## src/rtl/vram_write_ctrl.sv

```systemverilog
// ---------------------------------------------------------------------------
// vram_write_ctrl
//
// CPU-side access port for the GPU video memories. The frame synthesizer only
// ever reads VRAM; this block is the other end of that interface and is the
// only thing that writes it. It accepts three kinds of command from the CPU
// bus and turns them into write-port / read-port activity on the two
// memories:
//
//    write : one word written to the selected memory
//    read  : one word read back, presented on bus_q
//    fill  : bus_count consecutive words set to the same value
//
// VRAM32 holds the pattern and palette tables (32-bit words), VRAM8 holds
// the name and attribute tables (8-bit words). Address bit 12 of the bus
// command selects which memory is used; bits 11:0 are the word address.
//
// When WAIT_VBLANK is set, no VRAM access is issued while the display is in
// the tile area (ontile_v=1), so the frame synthesizer's fetches are never
// disturbed. A fill that is interrupted simply pauses and resumes later at
// the next unwritten word.
//
// Parameters
//    WAIT_VBLANK  1 = hold accesses while ontile_v=1, 0 = ignore ontile_v
//
// Ports
//    clk          system clock, everything on the rising edge
//    reset        synchronous, active-high
//    bus_start    command strobe, only looked at while idle
//    bus_op       00 write, 01 read, 10 fill, 11 reserved (no-op)
//    bus_addr     [12] memory select (0 VRAM32, 1 VRAM8), [11:0] word address
//    bus_data     write/fill data (VRAM8 uses [7:0])
//    bus_count    fill length in words
//    bus_busy     high while a command is in progress
//    bus_done     one-cycle completion pulse
//    bus_q        last read result, held until the next read completes
//    ontile_v     1 while the display is inside the tile area
//    vram32_*     VRAM32 address / write data / write enable / read data
//    vram8_*      VRAM8 address / write data / write enable / read data
// ---------------------------------------------------------------------------
module vram_write_ctrl #(
   parameter bit WAIT_VBLANK = 1'b1
) (
   input  logic        clk,
   input  logic        reset,
   input  logic        bus_start,
   input  logic [1:0]  bus_op,
   input  logic [12:0] bus_addr,
   input  logic [31:0] bus_data,
   input  logic [11:0] bus_count,
   output logic        bus_busy,
   output logic        bus_done,
   output logic [31:0] bus_q,
   input  logic        ontile_v,
   output logic [11:0] vram32_addr,
   output logic [31:0] vram32_d,
   output logic        vram32_we,
   input  logic [31:0] vram32_q,
   output logic [11:0] vram8_addr,
   output logic [7:0]  vram8_d,
   output logic        vram8_we,
   input  logic [7:0]  vram8_q
);

   localparam logic [1:0] OP_WRITE    = 2'b00;
   localparam logic [1:0] OP_READ     = 2'b01;
   localparam logic [1:0] OP_FILL     = 2'b10;
   localparam logic [1:0] OP_RESERVED = 2'b11;

   typedef enum logic [2:0] {
      IDLE,
      WAIT_VB,
      WRITE,
      FILL,
      RD_ADDR,
      RD_DATA,
      DONE
   } stateT;

   stateT       state;
   stateT       nextState;

   // Command captured at acceptance time; the bus is free to change after.
   logic [1:0]  opReg;
   logic        memSel;
   logic [11:0] addrReg;
   logic [31:0] dataReg;
   logic [11:0] remaining;
   logic [31:0] qReg;

   logic        mustWait;
   logic        noAccess;
   logic        weActive;
   logic        addrActive;

   // Maps an operation code onto the state that actually performs it. The
   // reserved code never reaches here because it is routed straight to DONE.
   function automatic stateT opState(input logic [1:0] op);
      stateT s;
      case (op)
         OP_WRITE: s = WRITE;
         OP_READ:  s = RD_ADDR;
         OP_FILL:  s = FILL;
         default:  s = DONE;
      endcase
      return s;
   endfunction

   // With gating enabled, a high ontile_v at a clock edge means the next
   // cycle must not touch VRAM. With gating disabled it is ignored entirely.
   assign mustWait = WAIT_VBLANK && ontile_v;

   // Commands that never touch VRAM (reserved op, zero-length fill) finish
   // immediately, without waiting for blanking since there is nothing to
   // protect the frame fetches from.
   assign noAccess = (bus_op == OP_RESERVED) ||
                     ((bus_op == OP_FILL) && (bus_count == 12'd0));

   // State register. Reset drops straight back to IDLE from anywhere, which
   // aborts an operation in flight without a done pulse.
   always_ff @(posedge clk) begin
      if (reset) begin
         state <= IDLE;
      end else begin
         state <= nextState;
      end
   end

   // Next-state logic. A fill re-checks ontile_v on every word so that it
   // can pause mid-block; the word written in the current cycle still lands,
   // and the pause starts with the following word.
   always_comb begin
      nextState = state;
      case (state)
         IDLE: begin
            if (bus_start) begin
               if (noAccess) begin
                  nextState = DONE;
               end else if (mustWait) begin
                  nextState = WAIT_VB;
               end else begin
                  nextState = opState(bus_op);
               end
            end
         end
         WAIT_VB: begin
            if (!mustWait) begin
               nextState = opState(opReg);
            end
         end
         WRITE: begin
            nextState = DONE;
         end
         FILL: begin
            if (remaining == 12'd1) begin
               nextState = DONE;
            end else if (mustWait) begin
               nextState = WAIT_VB;
            end else begin
               nextState = FILL;
            end
         end
         RD_ADDR: begin
            nextState = RD_DATA;
         end
         RD_DATA: begin
            nextState = DONE;
         end
         DONE: begin
            nextState = IDLE;
         end
         default: begin
            nextState = IDLE;
         end
      endcase
   end

   // Command capture and datapath. The fill walks addrReg upward one word per
   // write; the 12-bit register wraps 4095 to 0 on its own, and the memory
   // select bit lives in memSel so a wrap never crosses into the other
   // memory. The read result is taken in RD_DATA because both memories have
   // one cycle of registered read latency after the address in RD_ADDR.
   always_ff @(posedge clk) begin
      if (reset) begin
         opReg     <= OP_WRITE;
         memSel    <= 1'b0;
         addrReg   <= 12'd0;
         dataReg   <= 32'd0;
         remaining <= 12'd0;
         qReg      <= 32'd0;
      end else begin
         if ((state == IDLE) && bus_start) begin
            opReg     <= bus_op;
            memSel    <= bus_addr[12];
            addrReg   <= bus_addr[11:0];
            dataReg   <= bus_data;
            remaining <= bus_count;
         end
         if (state == FILL) begin
            addrReg   <= addrReg + 12'd1;
            remaining <= remaining - 12'd1;
         end
         if (state == RD_DATA) begin
            qReg <= memSel ? {24'd0, vram8_q} : vram32_q;
         end
      end
   end

   // Memory and bus outputs, all decoded from the registered state so none
   // of them depend combinationally on bus inputs. The address is presented
   // only on the selected memory and only while it is being accessed; the
   // other memory sees address 0. Write data is simply the captured word,
   // which is harmless while the write enable is low.
   always_comb begin
      weActive    = 1'b0;
      addrActive  = 1'b0;
      vram32_we   = 1'b0;
      vram8_we    = 1'b0;
      vram32_addr = 12'd0;
      vram8_addr  = 12'd0;
      vram32_d    = dataReg;
      vram8_d     = dataReg[7:0];
      bus_busy    = 1'b0;
      bus_done    = 1'b0;
      bus_q       = qReg;

      weActive   = (state == WRITE) || (state == FILL);
      addrActive = weActive || (state == RD_ADDR);

      if (memSel) begin
         vram8_we = weActive;
         if (addrActive) begin
            vram8_addr = addrReg;
         end
      end else begin
         vram32_we = weActive;
         if (addrActive) begin
            vram32_addr = addrReg;
         end
      end

      bus_busy = (state != IDLE) && (state != DONE);
      bus_done = (state == DONE);
   end

endmodule

```

## config.mk

```make
export PLATFORM = sky130hd
export DESIGN_NAME = vram_write_ctrl
export DESIGN_NICKNAME = d
export VERILOG_FILES = /design/src/rtl/vram_write_ctrl.sv
export SDC_FILE = /design/constraint.sdc
export NUM_CORES = 1
export LEC_CHECK = 0
export ABC_AREA = 1
export CAP_MARGIN = 10
export CORE_MARGIN = 5
export CORE_UTILIZATION = 59
export CTS_CLUSTER_SIZE = 8
export DETAILED_ROUTE_END_ITERATION = 8
export DONT_BUFFER_PORTS = 1
export GPL_TIMING_DRIVEN = 1
export PLACE_DENSITY_LB_ADDON = 0.25
export SLEW_MARGIN = 40
export SYNTH_ARGS = -nofsm -noshare
export SYNTH_HDL_FRONTEND = slang
export SYNTH_SLANG_ARGS = --single-unit
```

## constraint.sdc

```tcl
create_clock -name clk -period 2.1 [get_ports clk]
set_input_delay 0.42 -clock clk [delete_from_list [all_inputs] [get_ports clk]]
set_output_delay 0.42 -clock clk [all_outputs]
set_load 0.1 [all_outputs]
```

After elaboration in Yosys (flattened, before gate mapping)

Cells that the tools add are included.

Register bits: 94
Latch bits: 0
Bits in writable memories: 0
Bits in read-only memories: 0
Input bits: 103
Output and inout port bits: 100
Word-level logic and storage cells: 57
Memories: 0

$add $sub $neg: 2
Multiply operators: 0
Div/mod/pow operators: 0
$lt $le $gt $ge: 0
Eq/ne operators: 15
Shifts and indexed selects: 0
Mux-type cells: 19
Bitwise logic cells: 0
Reduce and logical (&&, ||, !) cells: 14

Operator list:

| cell                  | count |
|---|---|
| $mux 12               | 7 |
| $mux 32               | 1 |
| $pmux 3 s3            | 2 |
| $mux 3                | 5 |
| $pmux 3 s5            | 1 |
| $add 12x1->12 const B | 1 |
| $eq 12x1->1 const B   | 1 |
| $logic_not 12->1      | 1 |
| $sub 12x1->12 const B | 1 |
| $eq 3x3->1 const B    | 3 |
| $eq 2x2->1 const B    | 3 |
| $eq 3x2->1 const B    | 2 |
| $eq 2x1->1 const B    | 2 |
| $logic_not 2->1       | 2 |
| $ne 2x2->1 const B    | 2 |
| $eq 3x1->1 const B    | 1 |
| $logic_and 1x1->1     | 3 |
| $logic_not 3->1       | 1 |
| $logic_or 1x1->1      | 3 |
| $ne 3x3->1 const B    | 1 |
| $reduce_bool 3->1     | 1 |
| $mux 1                | 2 |
| $mux 2                | 1 |
| $reduce_and 2->1      | 1 |
| 2 further kinds       | 2 |

Depth between registers and ports, before layout

Gate-level depths: netlist of run 1.

Depth after elaboration: 6
Mapped depth: 9

Worst setup path after synthesis of run 1

Ideal clock, no wire load.

Kind: register to output
Start: reg state[1]
End: out bus_busy
Arrival: 3.937 ns
Path slack: -2.257 ns
Stages on the path, launching flop included: 4
Buffers on the path: 0
Cells stage by stage: dfxtp_1 > inv_1 > nor3_1 > nor2_1

Longest elaborated chain between the ends: 2
Elaborated cells between the ends (all ways): 3

Ends and longest elaborated chain:

| item                                                   | RTL line | text |
|---|---|---|
| from (decl)                                            | 80       | `stateT state;` |
| from (signal assigned)                                 | 125      | `state <= nextState;` |
| $ne 3x3->1 / $reduce_bool 3->1 (equally long branches) | 242      | `bus_busy = (state != IDLE) && (state != DONE);` |
| $logic_and 1x1->1 *                                    | 242      |  |
| to (decl)                                              | 51       | `output logic bus_busy,` |

Mark *: on every way between the ends. The rest lies on a longest branch, timed or not.

Final worst setup path of run 1

Start: reg state[1]
End: out vram32_addr[9]

Longest elaborated chain between the ends: 5
Elaborated cells between the ends (all ways): 7

Ends and longest elaborated chain:

| item               | RTL line | text |
|---|---|---|
| $eq 3x2->1         | 227      | `weActive = (state == WRITE) \|\| (state == FILL);` |
| $logic_or 1x1->1   | 227      |  |
| $logic_or 1x1->1 * | 228      | `addrActive = weActive \|\| (state == RD_ADDR);` |
| $mux 12 *          | 237      | `if (addrActive) begin` |
| $mux 12 *          | 230      | `if (memSel) begin` |
| to (decl)          | 55       | `output logic [11:0] vram32_addr,` |

Marked as above.

==> metrics, run 1 <==
Synth area leader=dfxtp_1; Root Driver=clkbuf_8; layout cells sized above 1=25.1%; Clock Power Share=10.8%; final wirelength=14,300 um; Hold Path Origin=reset; post-layout total power=10.7 mW; chip width=between 90 and 100 um; Clock transition at path regs=100 ps; total grt overflow=0; largest stage delay on the critical path=380 ps; worst min path class=primary input to flip-flop; CTS tree=done; unrepaired setup endpoints after global routing=true; Initial Util=between 50% and 60%; Yosys warning count=0; CTS Sinks=94; switching portion of total power=59.0%; f_max=roughly 480 MHz; commonest register cell after synthesis=dfxtp_1; Avg Cell Area, Syn=6.95 sq um; Vias=4,793; Layout Cells excl Fill=840; Synthesized Nets=759; Reg2Reg Depth=10; number of DRC markers in iteration 0=between 400 and 500; crit-path cells=inv_4 > nor2_4 > a21oi_4 > buf_12 > nor3_4 > buf_12; worst r2r dst=remaining[10]; P_sw=6.34 mW; max_cap viols=0; Lkg Pwr=around 2.6 nW; final setup violation count=0; Top Ports=203; NumNets Final=839; H-tree Lvls=3; r2r setup slk=about 210 ps; commonest cells in the netlist=124 x nand2_1, 113 x nor2_1, 94 x dfxtp_1; Crit Path Class=flip-flop to primary output; DR DRC count=0; storage element area=approximately 0.0019 sq mm; vias in the first global route=around 4,700; Top Family by Delay on Critical Path=buffers and inverters; slew margin rel.=62.7%; Syn Inst Count=653; PwrDens=roughly 1700 mW/mm^2; outcome=complete, no violations; actual slew at the worst max-slew pin=560 ps; flip-flop and latch count after synthesis=94; worst endpoint data arrival time=1670 ps; via/cell ratio=5.71; ys async rst share=0%; Worst setup SP type=flip-flop; maximum clock path buffer count=2; critical path's most frequent cell=buf_12; initial antenna violation count=0; slowest CP cell=dfxtp_4; Synth top area share=41.5%; number of flops mapped to enable cells by yosys=0; hpwl dp=10,600 um; Buf/Inv on CP=3; RePlAce Congestion=0.879; Die Area=0.00954 sq mm; DIE HEIGHT=97.7 um; Worst Path Max Fanout=8; hold depth=1; Tmin final=around 2100 ps; largest net degree at the start of global routing=51; Area growth syn-to-layout=35.9%; sequential element share of the synthesized area=41.5%; Cell variety after synth=31; # diodes=0; core box area=0.00761 sq mm; critical path required time=1680 ps; Peak VDD IR=1540 uV; RR Startpoint=state[2]; First-pass DRT Iterations=6; Comb pwr share=65.5%; Fin. Hold Viols=0; Routed Antenna Nets=0; Cell Area, Synth=between 0.004 and 0.005 sq mm; sequential share of power=a little under a quarter; final-layout fill cell count=487; clock latency at the later pin of the worst-skew pair=380 ps; Final period util=99.3%; top post-synthesis cells by area=dfxtp_1 41%, nand2_1 10%, nor2_1 9.4%, a21oi_1 6.6%, o21ai_0 5.8%; most numerous cell in the Yosys netlist=nand2_1; multi-input logic area=0.00252 sq mm; Slew Viols, Final=0; total CTS buffers=9; first-pass GRT wire length=23,000 um; WL per Instance=17.0 um; final setup skew=12.9 ps; CP Capture Type=primary output; internal power=4.41 mW; Core Rows=32; overall track demand over capacity in global routing=29.3%; Post-Place Cells=820; Hold Path End=bus_q[24]; Setup crit start=state[1]; I/O Buffers=0
[worst max path at each step]
stage                          end  slack (ps)  cells after the start
CTS                 vram32_addr[9]         -50                      7
global route        vram32_addr[2]         -60                      6
global placement    vram32_addr[0]         330                      6
floorplan                 bus_busy        -360                      3
finish              vram32_addr[9]          10                      6
detailed placement  vram32_addr[9]         260                      6
[sequential cells by signal, summed over array words and instances, names as in the netlist]
name,cells
bus_q,32
state,3
addrReg,12
remaining,12
memSel,1
opReg,2
vram32_d,32
[through the flow]
| step | setup WS (ps) | area, sq um | TNS (ps) | hold WS [ps] | util [%] |
|---|---|---|---|---|---|
| 2_1_floorplan | -361 | 4830 | -3930 | 439 | - |
| 3_3_place_gp | 325 | 5920 | 0 | 434 | 77.8 |
| 3_5_place_dp | 257 | 5920 | 0 | 443 | 77.8 |
| 4_1_cts | -45.7 | 6160 | -45.7 | 97.5 | 81.0 |
| 5_1_grt | -58.1 | 6160 | -790 | 81.0 | 81.0 |
| 6_report | 13.7 | 6160 | 0 | 103 | 81.0 |
[cell families after synthesis]
logic type,Yosys count,synth area share [%]
AND/OR/NAND/NOR,323,31.6
adder cells (fa/ha/maj),3,0.828
AO/OA/AOI/OAI,135,15.7
buffers and inverters,95,9.79
XOR/XNOR,3,0.579
flip-flops,94,41.5
[power groups by stage]
stage / registers, mW / clock network [mW] / logic, mW
after global routing: 2.61 / 1.26 / 7.40
final: 2.56 / 1.16 / 7.04
after global placement: 2.54 / 0 / 6.69
after detailed placement: 2.57 / 0 / 6.84
after floorplan: 4.56 / 0 / 3.38
after CTS: 2.54 / 1.17 / 7.03
[per-layer routing]
layer  global-route usage (%)  part of all wire (%)
met1                     34.5                    37
met2                     51.1                    51
met3                     8.47                   9.7
met4                     9.48                   1.8
met5                        0                     0
[placed cells by master, fill, tap and decap left out, types with 2 or more instances in the layout]
master    synthesis  final
a21oi_1          60     59
a22oi_1           2      2
a31oi_1           8      8
buf_12            0     29
buf_4            14     84
clkbuf_8          0      9
dfxtp_1          94     84
dfxtp_2           0      9
ha_1              3      3
inv_1            44     43
inv_2             3      3
inv_4             2      3
inv_6             0      3
inv_8             0      2
nand2_1         124    124
nand2_4           2      2
nand3_1          21     20
nand3b_1         24     24
nand4_1           2      2
nor2_1          113    109
nor2_2            0      3
nor2_4            1      2
nor3_1           31      6
nor3_4            0     25
o211ai_1          8      8
o21ai_0          53     53
o21ai_1           3      3
or2_2             2      2
xor2_1            3      3
[repair_timing]
item,4_1_cts,5_1_grt
hold buffers,0,0
gates resized for setup,7,2
buffers inserted,3,3
endpoints found under the setup margin,23,24
pin swaps,2,3
[cell type report]
class	count	share of cell area, %
Inverter	49	3.11
Multi-Input combinational cell	464	40.9
Timing Repair Buffer	115	20.1
Clock inverter	7	1.02
Clock buffer	9	2.01
Sequential cell	94	30.8
Tap cell	102	2.07
Power figures use the tool's default switching activity.
==> inputs of run 2 (changes only) <==
--- a/config.mk
+++ b/config.mk
@@ -12,6 +12,7 @@
 export CTS_CLUSTER_SIZE = 8
 export DETAILED_ROUTE_END_ITERATION = 8
 export DONT_BUFFER_PORTS = 1
+export GPL_ROUTABILITY_DRIVEN = 0
 export GPL_TIMING_DRIVEN = 1
 export PLACE_DENSITY_LB_ADDON = 0.25
 export SLEW_MARGIN = 40
==> run 2 against run 1 <==
  * Sequential cell count did not move
  * Total power fell by 3.2%
  * Clock skew fell by 3.4 ps
  * Clock power fell by 3%
  * Critical path depth did not move
  * Combinational power fell by 4.3%
  * Routed wire length fell by 7.3%
  * Hold slack improved by 20 ps
  * Cell area fell by 1.4%
  * Sequential power barely moved
  * Maximum frequency rose by 1.9%
  * Largest cell class unchanged
==> metrics, run 2 (same netlist as run 1, synthesis figures left out) <==
Area growth syn-to-layout=34.0%; largest net degree at the start of global routing=65 (+27%); # diodes=0 (unchanged); Placed Area=0.00584 sq mm (-1.4%); worst min path class=primary input to flip-flop; RR Startpoint=state[2]; NumNets Final=830 (-1.1%); slew margin rel.=62.8% (+0.10 points); hpwl dp=9850 um (-7.4%); Routed Antenna Nets=0 (unchanged); vias in the first global route=4,381 (-7.7%); f_max=489 MHz (+1.9%); max_cap viols=0 (unchanged); I/O Buffers=0 (unchanged); post-layout total power=10.4 mW (-3.2%); critical path required time=1680 ps (about the same); H-tree Lvls=3 (unchanged); worst endpoint data arrival time=1630 ps (-40 ps); Worst Path Max Fanout=12 (+4); core box area=0.00761 sq mm (unchanged); most frequent cells in the layout=124 x nand2_1, 109 x nor2_1, 84 x dfxtp_1; final setup skew=9.54 ps (-3.40 ps); Slew Viols, Final=0 (unchanged); unrepaired setup endpoints after global routing=true; DP Worst Slack=223 ps (-33.9 ps); Root Driver=clkbuf_8; maximum clock path buffer count=2 (unchanged); CP Capture Type=primary output; total CTS buffers=9 (unchanged); Core Rows=32 (unchanged); first-pass GRT wire length=21,700 um (-5.3%); overall track demand over capacity in global routing=27.5% (-1.8 points); DR DRC count=0 (unchanged); CTS Sinks=94 (unchanged); Vias=4,595 (-4.1%); DIE HEIGHT=97.7 um (unchanged); final wirelength=13,300 um (-7.3%); CTS tree=done; Crit Path Class=flip-flop to primary output; r2r setup slk=270 ps (+60 ps); WL per Instance=15.9 um (-6.3%); Fin Hold WS=123 ps (+20.0 ps); Initial Util=59.6% (unchanged); Die Area=0.00954 sq mm (unchanged); outcome=complete, no violations; number of DRC markers in iteration 0=307 (-31%); Hold Path Origin=reset; Clock transition at path regs=100 ps (about the same); Final Worst Setup Slack=53.5 ps (+39.8 ps); Setup crit start=state[1]; Top Ports=203 (unchanged); Tmin final=2050 ps (-39.8 ps); Lkg Pwr=2.58 nW (-2.2%); Fin. Hold Viols=0 (unchanged); cts hold-fix bufs=0 (unchanged); total grt overflow=0 (unchanged); actual slew at the worst max-slew pin=558 ps (-1.51 ps); PwrDens=1710 mW/mm^2 (-1.9%); layout cells sized above 1=24.0% (-1.1 points); initial antenna violation count=0 (unchanged); First-pass DRT Iterations=5 (-1); most common cell after layout, fill and taps aside=nand2_1; Final period util=97.5% (-1.9 points); Peak VDD IR=1520 uV (-1.4%); Worst setup SP type=flip-flop; via/cell ratio=5.53 (-3.1%); design area=0.00608 sq mm (-1.4%); clock latency at the later pin of the worst-skew pair=350 ps (-30 ps); final setup violation count=0 (unchanged); chip width=97.7 um (unchanged)
==> run 2: changes by cell type in the layout (fill, tap and decap cells not counted) <==
cell	change
clkbuf_16	+1
buf_12	-2
buf_4	-7
clkinv_2	-1
clkinvlp_4	+3
clkbuf_1	+1
buf_8	-1
inv_4	-1
inv_6	-2
==> run 2: layout make-up <==
class / count / area [sq um]
multi-input cells: 464 / 2520
flip-flops and latches: 94 / 1900
fillers: 514 / 1530
repair buffers: 106 / 1150
inverters: 49 / 193
clock buffers: 10 / 128
well taps: 102 / 128
clock inverters: 6 / 55.1
==> run 2: worst max-delay path, cell delays in order (launching register included) <==
cell and delay [ps]:
dfxtp_4 390, clkinvlp_4 100, nor2_4 120, a21oi_4 60, clkbuf_16 210, nor3_4 180, buf_12 200
==> run 2: worst paths after layout <==
check,end,depth (start not counted)
hold / removal,bus_q[23],1
setup reg to reg,remaining[11],9
setup / recovery,vram8_addr[3],6
hold reg to reg,bus_q[0],2
==> run 2: repair_timing <==
action / CTS / global route
resized for setup: 5 / 1
endpoints found under the setup margin: 24 / 22
gates cloned: 0 / 1
buffers inserted: 2 / 0
pin swaps: 1 / 1
==> run 2: power breakdown <==
part / switching (mW) / internal (mW)
clock network: 0.661 / 0.454
registers: 0.282 / 2.26
logic: 5.25 / 1.49
==> run 2: per-stage QoR <==
stage	TNS, ps	utilization [%]	std cells
finish	0	79.9	831
global route	-84.5	79.9	831
CTS	0	79.5	830
detailed placement	0	76.7	812
global placement	0	76.7	812
floorplan	-3930	-	653
==> run 2: layer usage <==
layer  GRT usage (%)  vias up  routed length (um)
met1            33.6     2097                5270
met5               0        -                   0
met3            9.40        9                1370
met2            46.5      228                6470
li1                -     2261                   -
met4            6.60        0                 138
